[config.mk]
export PLATFORM = sky130hd
export DESIGN_NAME = ecc_scrub_pacer
export DESIGN_NICKNAME = d
export VERILOG_FILES = /design/src/rtl/ecc_scrub_pacer.sv
export SDC_FILE = /design/constraint.sdc
export NUM_CORES = 1
export LEC_CHECK = 0
export BUFFER_PORTS_ARGS = -buffer_cell sky130_fd_sc_hd__buf_4
export CAP_MARGIN = 20
export CORE_UTILIZATION = 51
export CTS_BUF_LIST = sky130_fd_sc_hd__clkbuf_4 sky130_fd_sc_hd__clkbuf_8
export DETAILED_ROUTE_END_ITERATION = 8
export GPL_TIMING_DRIVEN = 0
export PLACE_DENSITY = 0.79
export SLEW_MARGIN = 20
export SYNTH_ARGS = -nofsm -noshare
export SYNTH_HDL_FRONTEND = slang
export SYNTH_SLANG_ARGS = --single-unit
[constraint.sdc]
create_clock -name clk_i -period 2.75 [get_ports clk_i]
set_input_delay 0.1375 -clock clk_i [delete_from_list [all_inputs] [get_ports clk_i]]
set_output_delay 0.1375 -clock clk_i [all_outputs]
set_load 0.02 [all_outputs]
[src/rtl/ecc_scrub_pacer.sv]
// ---------------------------------------------------------------------------
// ecc_scrub_pacer
//
// Pacing and error-accounting stage for the data-cache ECC scrubber.
// - Generates a registered, level-sensitive scrub trigger. The trigger
//   follows a programmable duty cycle: burst_len_i cycles high, then
//   interval_i cycles low. An interval of 0 keeps the trigger high.
// - Counts the scrubber's corrected and uncorrectable pulses in saturating
//   counters.
// - Raises a sticky interrupt.
// - Optionally logs the location of the last uncorrectable error.
//
// Optional feature macro: ECC_SCRUB_PACER_LOG_EN
//   Defined   -> the last-uncorrectable-error log registers are built.
//   Undefined -> log_valid_o, log_add_o and log_way_o are tied to 0.
//
// Ports:
//   clk_i            clock, rising edge
//   rst_i            asynchronous active-high reset
//   enable_i         pacing enable
//   interval_i       trigger-low cycles between bursts (0 = continuous)
//   burst_len_i      trigger-high cycles per burst (0 treated as 1)
//   scrub_trigger_o  registered level trigger to the scrubber
//   bit_corrected_i  single-cycle corrected-error pulse
//   uncorrectable_i  single-cycle uncorrectable-error pulse
//   err_add_i        scrubber set address, valid with the pulses
//   err_way_i        scrubber way, valid with the pulses
//   clear_i          synchronous clear of counters, interrupt and log
//   corr_threshold_i correctable-error irq threshold (0 = disabled)
//   corr_cnt_o       corrected-error count (saturating)
//   uncorr_cnt_o     uncorrectable-error count (saturating)
//   irq_o            sticky interrupt
//   log_valid_o      a last uncorrectable error has been captured
//   log_add_o        address of the last uncorrectable error
//   log_way_o        way of the last uncorrectable error
// ---------------------------------------------------------------------------
module ecc_scrub_pacer #(
    parameter int AddrWidth  = 8,
    parameter int WayWidth   = 1,
    parameter int CntWidth   = 16,
    parameter int TimerWidth = 16
) (
    input  logic                  clk_i,
    input  logic                  rst_i,
    input  logic                  enable_i,
    input  logic [TimerWidth-1:0] interval_i,
    input  logic [TimerWidth-1:0] burst_len_i,
    output logic                  scrub_trigger_o,
    input  logic                  bit_corrected_i,
    input  logic                  uncorrectable_i,
    input  logic [AddrWidth-1:0]  err_add_i,
    input  logic [WayWidth-1:0]   err_way_i,
    input  logic                  clear_i,
    input  logic [CntWidth-1:0]   corr_threshold_i,
    output logic [CntWidth-1:0]   corr_cnt_o,
    output logic [CntWidth-1:0]   uncorr_cnt_o,
    output logic                  irq_o,
    output logic                  log_valid_o,
    output logic [AddrWidth-1:0]  log_add_o,
    output logic [WayWidth-1:0]   log_way_o
);

    localparam logic [0:0] StWait  = 1'b0;
    localparam logic [0:0] StBurst = 1'b1;

    localparam logic [TimerWidth-1:0] TimerZero = '0;
    localparam logic [TimerWidth-1:0] TimerOne  = {{(TimerWidth-1){1'b0}}, 1'b1};
    localparam logic [CntWidth-1:0]   CntZero   = '0;
    localparam logic [CntWidth-1:0]   CntOne    = {{(CntWidth-1){1'b0}}, 1'b1};
    localparam logic [CntWidth-1:0]   CntMax    = '1;

    logic [0:0]            state_q, state_d;
    logic [TimerWidth-1:0] cnt_q, cnt_d;
    logic [TimerWidth-1:0] burst_last;
    logic [TimerWidth-1:0] wait_last;

    logic [CntWidth-1:0]   corr_q, corr_base, corr_d;
    logic [CntWidth-1:0]   uncorr_q, uncorr_base, uncorr_d;
    logic                  irq_q, irq_d;

    // Last cnt value of each phase. A burst length of 0 is treated as 1,
    // so its last index is 0. wait_last is only used when interval_i != 0.
    assign burst_last = (burst_len_i == TimerZero) ? TimerZero : burst_len_i - TimerOne;
    assign wait_last  = interval_i - TimerOne;

    // Next-state logic for the burst/idle duty cycle.
    // WAIT ends on an equality compare.
    // BURST ends on >=, so a burst length lowered mid-burst takes effect
    // at the next edge instead of wrapping.
    always_comb begin
        state_d = state_q;
        cnt_d   = cnt_q;
        if (!enable_i) begin
            state_d = StWait;
            cnt_d   = TimerZero;
        end else if (state_q == StWait) begin
            if (interval_i == TimerZero || cnt_q == wait_last) begin
                state_d = StBurst;
                cnt_d   = TimerZero;
            end else begin
                cnt_d = cnt_q + TimerOne;
            end
        end else begin
            if (interval_i == TimerZero) begin
                state_d = StBurst;
                cnt_d   = TimerZero;
            end else if (cnt_q >= burst_last) begin
                state_d = StWait;
                cnt_d   = TimerZero;
            end else begin
                cnt_d = cnt_q + TimerOne;
            end
        end
    end

    // FSM state and phase counter.
    // The trigger comes straight from the state flop, so reset drops it
    // asynchronously.
    always_ff @(posedge clk_i or posedge rst_i) begin
        if (rst_i) begin
            state_q <= StWait;
            cnt_q   <= TimerZero;
        end else begin
            state_q <= state_d;
            cnt_q   <= cnt_d;
        end
    end

    assign scrub_trigger_o = (state_q == StBurst);

    // Error accounting.
    // The clear is applied first, then the same-cycle events. A pulse that
    // coincides with a clear therefore leaves its counter at 1.
    // The threshold compare uses the post-update value, so the irq rises in
    // the same cycle as the counter reaches the threshold.
    always_comb begin
        corr_base   = clear_i ? CntZero : corr_q;
        uncorr_base = clear_i ? CntZero : uncorr_q;
        corr_d      = corr_base;
        uncorr_d    = uncorr_base;
        if (bit_corrected_i && corr_base != CntMax) begin
            corr_d = corr_base + CntOne;
        end
        if (uncorrectable_i && uncorr_base != CntMax) begin
            uncorr_d = uncorr_base + CntOne;
        end
        irq_d = (clear_i ? 1'b0 : irq_q)
              | uncorrectable_i
              | ((corr_threshold_i != CntZero) && (corr_d == corr_threshold_i));
    end

    // Counter and interrupt registers.
    always_ff @(posedge clk_i or posedge rst_i) begin
        if (rst_i) begin
            corr_q   <= CntZero;
            uncorr_q <= CntZero;
            irq_q    <= 1'b0;
        end else begin
            corr_q   <= corr_d;
            uncorr_q <= uncorr_d;
            irq_q    <= irq_d;
        end
    end

    assign corr_cnt_o   = corr_q;
    assign uncorr_cnt_o = uncorr_q;
    assign irq_o        = irq_q;

`ifdef ECC_SCRUB_PACER_LOG_EN
    logic                 log_valid_q;
    logic [AddrWidth-1:0] log_add_q;
    logic [WayWidth-1:0]  log_way_q;

    // Last-error log.
    // A new uncorrectable error overwrites the previous capture. A
    // coincident clear is applied first, so the new error survives it.
    always_ff @(posedge clk_i or posedge rst_i) begin
        if (rst_i) begin
            log_valid_q <= 1'b0;
            log_add_q   <= '0;
            log_way_q   <= '0;
        end else if (uncorrectable_i) begin
            log_valid_q <= 1'b1;
            log_add_q   <= err_add_i;
            log_way_q   <= err_way_i;
        end else if (clear_i) begin
            log_valid_q <= 1'b0;
            log_add_q   <= '0;
            log_way_q   <= '0;
        end
    end

    assign log_valid_o = log_valid_q;
    assign log_add_o   = log_add_q;
    assign log_way_o   = log_way_q;
`else
    // Without the log, the error location inputs have no consumer.
    logic unused_log_inputs;
    assign unused_log_inputs = ^{err_add_i, err_way_i};

    assign log_valid_o = 1'b0;
    assign log_add_o   = '0;
    assign log_way_o   = '0;
`endif

endmodule

== Word-level counts from Yosys, hierarchy flattened ==
Cells that the tools add are included.
Operators by class
  add/subtract/negate cells: 5
  order comparisons: 1
  equality and inequality tests: 4
  mux-type cells: 16
  bitwise operators: 2
  reduce and logical (&&, ||, !) cells: 7
Operators with widths (number)
  16-bit two-way mux: 10
  16-bit by 1-bit adder with 16-bit output, second input constant: 3
  16-bit == test: 2
  16-bit logical NOT: 2
  16-bit inequality test, second input constant: 2
  16-bit by 1-bit subtractor with 16-bit output, second input constant: 2
  16-bit greater-or-equal comparator: 1
  16-bit nonzero test: 1
  1-bit two-way mux: 6
  1-bit logical AND: 3
  1-bit OR: 2
  1-bit logical OR: 1
Storage, ports and cells
  register bits: 50
  input bits: 63
  output and inout port bits: 44
  word-level logic and storage cells: 40

== Longest topological paths before layout ==
Gate-level depths: netlist (run 1).
  depth in word-level cells: 7
  depth in mapped cells: 16
  depth with buffers taken out: 15

== Least setup slack after synthesis (run 1) ==
No wires, ideal clock.
  path kind: input-to-reg
  start point: input port burst_len_i[11]
  end point: register cnt_q[10]
  setup time: 0.088 ns
  arrival time: 3.235 ns
  data required time: 2.662 ns
  slack: -0.573 ns
  stages on the path: 14
  buffers on the path: 2
  cells stage by stage: or4_1 > nor4_1 > nand4_1 > clkbuf_1 > nand2_1 > ha_1 > a21o_1 > a21o_1 > a211oi_1 > o21ai_0 > a21oi_1 > nand3b_1 > clkbuf_1 > a211oi_2
Between the ends
  word-level cells in the longest chain between the ends: 7
  elaborated cells between the ends (all ways): 8
  those cells by class: add/sub (1); order compare (1); mux (5); reduce/logical (1)
Ends and longest elaborated chain
  from (decl): line 47  | input logic [TimerWidth-1:0] burst_len_i,
  16-bit by 1-bit subtractor with 16-bit output or 16-bit logical NOT (tied branches): line 83  | assign burst_last = (burst_len_i == TimerZero) ? TimerZero : burst_len_i - TimerOne;
  16-bit two-way mux (*): line 83
  16-bit greater-or-equal comparator (*): line 107  | end else if (cnt_q >= burst_last) begin
  16-bit two-way mux (*): line 107
  16-bit two-way mux (*): line 104  | if (interval_i == TimerZero) begin
  16-bit two-way mux (*): line 96  | end else if (state_q == StWait) begin
  16-bit two-way mux (*): line 93  | if (!enable_i) begin
  net cnt_d[10]: line 73  | logic [TimerWidth-1:0] cnt_q, cnt_d;
  to (signal assigned): line 122  | cnt_q <= TimerZero;
  to (signal assigned): line 125  | cnt_q <= cnt_d;
  to (decl): line 73
The timed path passes the listed nets; every way through them passes the cells marked *.

== Worst setup path after layout (run 1) ==
  start point: input port burst_len_i[9]
  end point: register cnt_q[8]
The elaborated chain is that of the path after synthesis.

==> results of run 1 <==
==> flip-flops by register name (all words and copies together) (netlist names) <==
signal,flops
scrub_trigger_o,1
corr_cnt_o,16
irq_o,1
cnt_q,16
uncorr_cnt_o,16
==> synth_stat cells (all sizes together), types with 3 or more instances <==
| cell | instances | area, um^2 |
|---|---|---|
| and4 | 6 | 52.55 |
| ha | 22 | 275.3 |
| clkbuf | 17 | 63.81 |
| mux2 | 5 | 56.30 |
| nor2b | 21 | 131.4 |
| nand3 | 23 | 115.1 |
| a2111oi | 3 | 32.53 |
| buf | 14 | 115.1 |
| nor4 | 13 | 102.6 |
| nand4b | 3 | 26.28 |
| and2 | 8 | 50.05 |
| nand4 | 23 | 143.9 |
| and3 | 14 | 87.58 |
| nor3b | 4 | 30.03 |
| o31ai | 4 | 35.03 |
| nor4b | 3 | 32.53 |
| nand3b | 4 | 30.03 |
| or3 | 7 | 43.79 |
| a21oi | 18 | 93.84 |
| mux2i | 3 | 30.03 |
| a211oi | 20 | 195.2 |
| or4 | 4 | 30.03 |
| nand2b | 8 | 50.05 |
| dfrtp | 50 | 1251 |
| a31oi | 4 | 25.02 |
| xnor2 | 37 | 324.1 |
| a211o | 3 | 27.53 |
| o21ai | 22 | 110.1 |
| nor2 | 39 | 146.4 |
| xor2 | 36 | 315.3 |
| inv | 18 | 67.56 |
| nand2 | 48 | 180.2 |
| o41ai | 3 | 26.28 |
| nor3 | 15 | 80.08 |
| a21o | 6 | 45.04 |
==> cell families (layout without fill, tap and decap cells) <==
family | Yosys count | after routing | synth area share, %
flops | 50 | 50 | 26.34
fa+ha+maj | 22 | 22 | 5.794
other cells | 1 | 10 | 0.07893
buf+inv | 50 | 161 | 5.267
xor+xnor | 73 | 73 | 13.46
mux | 8 | 8 | 1.817
compound gates | 110 | 110 | 17.33
simple gates | 252 | 252 | 29.92
==> power by group <==
part	leakage, nW	switching [mW]	internal, mW
registers	0.685	0.0181	0.749
logic	1.96	0.237	0.193
clock network	0.0517	0.261	0.214
total	2.69	0.516	1.16
==> final cells by class <==
cell class / count / area share (%)
clock inverters: 1 / 0.08112
flip-flops and latches: 50 / 20.30
inverters: 19 / 1.156
well taps: 108 / 2.190
plain buffers: 30 / 3.346
repair buffers: 104 / 13.26
clock buffers: 7 / 1.460
multi-input cells: 475 / 58.20
==> cells in the final DEF (no fill, tap or decap), types with 4 or more instances in the layout <==
master    instances
buf_4           105
dfrtp_1          49
nand2_1          46
xnor2_1          37
nor2_1           36
xor2_1           35
nand4_1          23
nand3_1          22
nor2b_1          20
o21ai_0          19
ha_1             18
inv_1            16
a21oi_1          16
a211oi_2         16
and3_1           12
nor3_1           10
clkbuf_1         10
conb_1           10
clkbuf_8          8
nor4_1            8
nand2b_1          7
and2_1            7
buf_6             7
and4_1            6
or3_1             6
a21o_1            6
nor4_4            5
clkbuf_4          4
a211oi_1          4
mux2_2            4
nand3b_1          4
a31oi_1           4
nor3b_1           4
==> through the flow <==
step           util, %  TNS [ps]  cell area [um^2]
2_1_floorplan        -     -2954              4882
3_3_place_gp     63.83    -21130              5648
3_5_place_dp     64.06    -22190              5668
5_1_grt          69.73     -6176              6170
4_1_cts          67.29     -2188              5954
6_report         69.73     -3464              6170
==> how the worst max path moves through the flow <==
stage	cells past startpoint	from	endpoint	slack, ps
finish	15	burst_len_i[9]	cnt_q[8]	-270
global placement	13	clear_i	irq_o	-790
global route	15	burst_len_i[6]	cnt_q[8]	-430
floorplan	14	burst_len_i[11]	cnt_q[11]	-250
detailed placement	15	burst_len_i[11]	cnt_q[7]	-890
CTS	15	burst_len_i[11]	cnt_q[2]	-170
==> per-layer routing <==
layer,vias up,GRT usage (%),part of all wire (%)
met1,2401,36.88,39
met5,-,0,0
met4,0,11.83,3.5
met3,52,4.823,7.2
li1,2315,-,-
met2,267,51.19,50
==> critical path, delay by kind of cell <==
| kind | cells | cell delay, ps |
|---|---|---|
| buf+inv | 3 | 620 |
| simple gates | 5 | 1270 |
| compound gates | 6 | 1000 |
| fa+ha+maj | 1 | 190 |
==> timing repair <==
item / CTS / global route
gates resized for setup: 24 / 36
cloned: 2 / 0
hold buffers: 1 / 0
pin swaps: 10 / 25
setup endpoints to repair: 29 / 18
hold endpoints to repair: 17 / 0
buffers inserted: 11 / 6
==> impl_results.md, run 1 <==
- Outcome: complete, but fails checks
- Failing checks: design-rule violations, negative setup slack
- IO Port Bufs: 84
- DRC violations left: 4
- Critical Path Start Type: input pin
- Share of layout cells above drive strength 1: 29.15%
- Slew @ Worst Pin: 743.5 ps
- Die width: 98.52 um
- Leakage Power: 2.693 nW
- Final #Nets: 770
- Largest buffer count on any clock path: 2
- Die height: 98.52 um
- Mapped Area: 4751 um^2
- Final Critical Period: 3018 ps
- Starting density of the core: 53.69%
- Crit share post-route: 109.8%
- VDD IR max: 0.2372 mV
- Critical Path Fanout Max: 5
- Area grow syn2layout: 29.87%
- Final WL: 14610 um
- R2R Path Start: corr_cnt_o[0]
- Synthesized area per cell: 8.394 um^2
- Hold path endpoint: irq_o
- Multi-input gate area: 3591 um^2
- CTS root buffer: clkbuf_8
- Placed instance count: 768
- Design Power: 1.673 mW
- Critical Path AT: 3240 ps
- Clk_skew: 11.04 ps
- Worst-path cell chain: buf_4 > or4_4 > nor4_4 > nand4_1 > clkbuf_8 > nand2_4 > ha_4 > a21o_1 > a21o_1 > a211oi_2 > o21ai_1 > a21oi_2 > nand3b_1 > clkbuf_8 > a211oi_2
- Detailed Route Iter0 Violations: 388
- RR Endpoint: irq_o
- Crit path largest cell delay: 510 ps
- Clock slew seen by the registers of the worst setup and hold paths: 100 ps
- DR WL/cell: 18.40 um
- Max-capacitance violation count: 0
- Worst slack at placement: -893.6 ps
- Top-Level Pins: 107
- Critical-path top delay cell: or4_4
- H-Tree Depth: 2
- Synth unique cells: 79
- Core Footprint: 8848 um^2
- All-layer global routing usage: 29.59%
- DP HPWL: 10730 um
- Largest net degree at the start of global routing: 34
- Path depth of the worst reg2reg path: 11
- DRT Pass-1 Iters: 9
- Clock latency on the worst-skew pair: 310 ps
- Sequential share of the synthesized area: 26.34%
- PwrDens: 271.1 nW/um^2
- Flop-to-flop setup slack: 100 ps
- RSZ-0062 raised after global routing: yes
- Sink Count: 50
- Die area: 9705 um^2
- Synthesized flop and latch total: 50
- Max-slew violation count: 0
- CTS tree: built
- Endpoint type of the worst setup path: flip-flop
- Vias: 5035
- Synthesized instance count: 566
- Setup Crit Path Kind: input pin to flip-flop
- First-pass GRT wire length: 23200 um
- Setup Viol. Count Final: 17
- CTS Buf Count: 5
- Max Fclk: 0.3313 GHz
- Seq. cell area: 1252 um^2
- Vias in the first global route: 4854
- ANT nets after route: 0
- Filler-free cell count of the finished design: 794
- Vias per cell: 6.341
- Std-Cell Rows: 34
- Asr flop ratio synth: 100.0%
- WHS: 72.32 ps
- Synth Flop Type: dfrtp_1
- Hold Path Origin: uncorrectable_i
- Antenna violations before repair: 0
- GR Overflow Total: 0
- Global placement routability congestion: 0.9723
- # diodes: 0
- Slew margin rel.: 50.30%
- CP required: 2970 ps
- Fin. Hold Viols: 0
- Cells on Worst Hold Path: 3
- Fill cells: 684
- Final worst setup slack: -268.2 ps
- Ys Warns: 0
- EDFF count, synth: 0
- Hold Path Class: input pin to flip-flop
Note: power is estimated with default switching activity, not from simulation.
==> run 2: changes to the inputs <==
- PLACE_DENSITY: 0.79 -> unset
- PLACE_DENSITY_LB_ADDON: unset -> 0.05
- SLEW_MARGIN: 20 -> unset
==> impl_results.md, run 2 (same netlist as run 1, synthesis figures left out) <==
- Outcome: complete, but fails checks
- Failing checks: design-rule violations, negative setup slack
- Crit path largest cell delay: 560 ps (+50 ps)
- Fin. Hold Viols: 0 (unchanged)
- Starting density of the core: 53.69% (unchanged)
- Hold path endpoint: irq_o
- All-layer global routing usage: 27.43% (-2.2 points)
- Endpoint type of the worst setup path: flip-flop
- Max Fclk: 0.3399 GHz (+2.6%)
- Fill cells: 758 (+11%)
- Most common cell after layout, fill and taps aside: buf_4
- GR Overflow Total: 0 (unchanged)
- First-pass GRT wire length: 21780 um (-6.2%)
- Final #Nets: 763 (-0.91%)
- PwrDens: 270.0 nW/um^2 (-0.42%)
- Setup Viol. Count Final: 17 (unchanged)
- Std-Cell Rows: 34 (unchanged)
- DRC violations left: 3 (-1)
- Critical Path Fanout Max: 5 (unchanged)
- Global placement routability congestion: 0.9557 (-1.7%)
- Antenna violations before repair: 0 (unchanged)
- Critical Path AT: 3170 ps (-70 ps)
- Hold Path Class: input pin to flip-flop
- Largest buffer count on any clock path: 2 (unchanged)
- Slew margin rel.: 45.74% (-4.6 points)
- Flop-to-flop setup slack: 120 ps (+20 ps)
- Critical Path Start Type: input pin
- R2R Path Start: corr_cnt_o[0]
- Gate power share: 25.3% (-0.4 points)
- Power share of the clock group: 28.2% (-0.2 points)
- # diodes: 0 (unchanged)
- Die area: 9705 um^2 (unchanged)
- Cells on Worst Hold Path: 3 (unchanged)
- Top-Level Pins: 107 (unchanged)
- Final WL: 12950 um (-11%)
- Die height: 98.52 um (unchanged)
- Final worst setup slack: -192.5 ps (+75.72 ps)
- DP HPWL: 9775 um (-8.9%)
- Die width: 98.52 um (unchanged)
- Vias: 4733 (-6.0%)
- Leakage Power: 2.669 nW (-0.89%)
- Path depth of the worst reg2reg path: 9 (-2)
- Design Power: 1.649 mW (-1.4%)
- WHS: 75.85 ps (+3.530 ps)
- CTS root buffer: clkbuf_8
- Final TNS setup: -2857 ps (+606.5 ps)
- Detailed Route Iter0 Violations: 161 (-59%)
- Clock latency on the worst-skew pair: 320 ps (about the same)
- Setup Crit Path Kind: input pin to flip-flop
- RR Endpoint: irq_o
- Critical-path top delay cell: or4_4
- Max-slew violation count: 0 (unchanged)
- Multi-input gate area: 3553 um^2 (-1.0%)
- CP required: 2980 ps (about the same)
- DRT Pass-1 Iters: 9 (unchanged)
- Part of the power in registers: 46.5% (+0.6 points)
- Slew @ Worst Pin: 811.8 ps (+68.28 ps)
- Core Footprint: 8848 um^2 (unchanged)
- Sw frac: 31.41% (+0.55 points)
- VDD IR max: 0.2585 mV (+9.0%)
- DR WL/cell: 16.45 um (-11%)
- Max-capacitance violation count: 0 (unchanged)
- Area grow syn2layout: 28.55%
- Worst-path cell chain: buf_6 > or4_4 > or3_4 > nor3_4 > xor2_1 > nand2_1 > ha_4 > a21o_1 > a211oi_2 > o21ai_2 > a21oi_2 > nand3b_1 > buf_6 > clkbuf_16 > a211oi_2
- RSZ-0062 raised after global routing: yes
- Largest net degree at the start of global routing: 35 (+2.9%)
- CTS Buf Count: 5 (unchanged)
- H-Tree Depth: 2 (unchanged)
- Fin util: 69.02% (-0.71 points)
- Clock slew seen by the registers of the worst setup and hold paths: 100 ps (about the same)
- Psw: 0.5179 mW (+0.34%)
- Commonest cells after routing, fill and taps aside: buf_4 (103), dfrtp_1 (49), nand2_1 (46)
- Crit share post-route: 107.0% (-2.8 points)
- IO Port Bufs: 84 (unchanged)
- Hold Path Origin: uncorrectable_i
- CTS tree: built
- Final Critical Period: 2942 ps (-75.73 ps)
- Share of layout cells above drive strength 1: 28.42% (-0.73 points)
- Int Pwr: 1.131 mW (-2.2%)
- Sink Count: 50 (unchanged)
- Vias per cell: 6.014 (-5.2%)
- Clk_skew: 15.49 ps (+4.449 ps)
- Seq. cell area: 1252 um^2 (unchanged)
- ANT nets after route: 0 (unchanged)
- Vias in the first global route: 4601 (-5.2%)
run 2: cell count changes in the layout (fill, tap and decap cells not counted), moves of 2 or more:
cell,before,now
clkbuf_4,4,0
nor4_2,0,3
and3_1,12,14
buf_4,105,103
a21oi_2,1,3
and3_4,2,0
clkinv_4,0,2
nor4_4,5,3
clkbuf_1,10,8
clkbuf_8,8,6
run 2: timing repair:
action                                 4_1_cts  5_1_grt
endpoints found under the hold margin       16        0
cloned                                       0        1
hold buffers                                 1        0
resized for setup                           27       27
setup buffers                                8        5
setup endpoints to repair                   27       20
pin swaps                                    7       26
run 2: power groups by stage:
stage	clock (mW)	sequential (mW)	combinational, mW
finish	0.464	0.767	0.417
global route	0.511	0.770	0.460
CTS	0.488	0.767	0.397
detailed placement	0	0.781	0.378
global placement	0	0.781	0.367
floorplan	0	0.790	0.210
run 2: worst max-delay path by stage:
stage / startpoint / endpoint / slack, ps / cells after the start
5_1_grt: burst_len_i[6] / cnt_q[9] / -320 / 15
2_1_floorplan: burst_len_i[11] / cnt_q[11] / -250 / 14
4_1_cts: burst_len_i[5] / cnt_q[7] / -150 / 14
6_report: burst_len_i[6] / cnt_q[10] / -190 / 15
3_3_place_gp: burst_len_i[11] / cnt_q[6] / -780 / 15
3_5_place_dp: burst_len_i[11] / cnt_q[14] / -790 / 15
run 2: area by class of cell:
type / count / area share [%]
multi-input combinational: 475 / 58.18
clock buffer: 5 / 1.127
clock inverter: 3 / 0.4712
inverter: 19 / 1.209
tap: 108 / 2.213
buffer: 27 / 3.155
sequential: 50 / 20.51
timing repair buffer: 100 / 13.13
run 2: per-layer routing:
layer,GRT usage [%],routed length (um)
met3,3.050,520
met2,49.73,6696
met5,0,0
met1,34.66,5470
met4,7.233,261
run 2: through the flow:
step	setup WS, ps	std cells	area [um^2]
after floorplan	-248.3	575	4882
after global routing	-321.6	787	6107
after CTS	-153.4	785	5952
after global placement	-776.8	767	5648
final	-192.5	787	6107
after detailed placement	-791.6	768	5668
run 2: worst max-delay path, delay by kind of cell:
family,cells,cell delay (ps)
compound gates,5,820
xor+xnor,1,160
fa+ha+maj,1,250
buf+inv,3,380
simple gates,5,1430
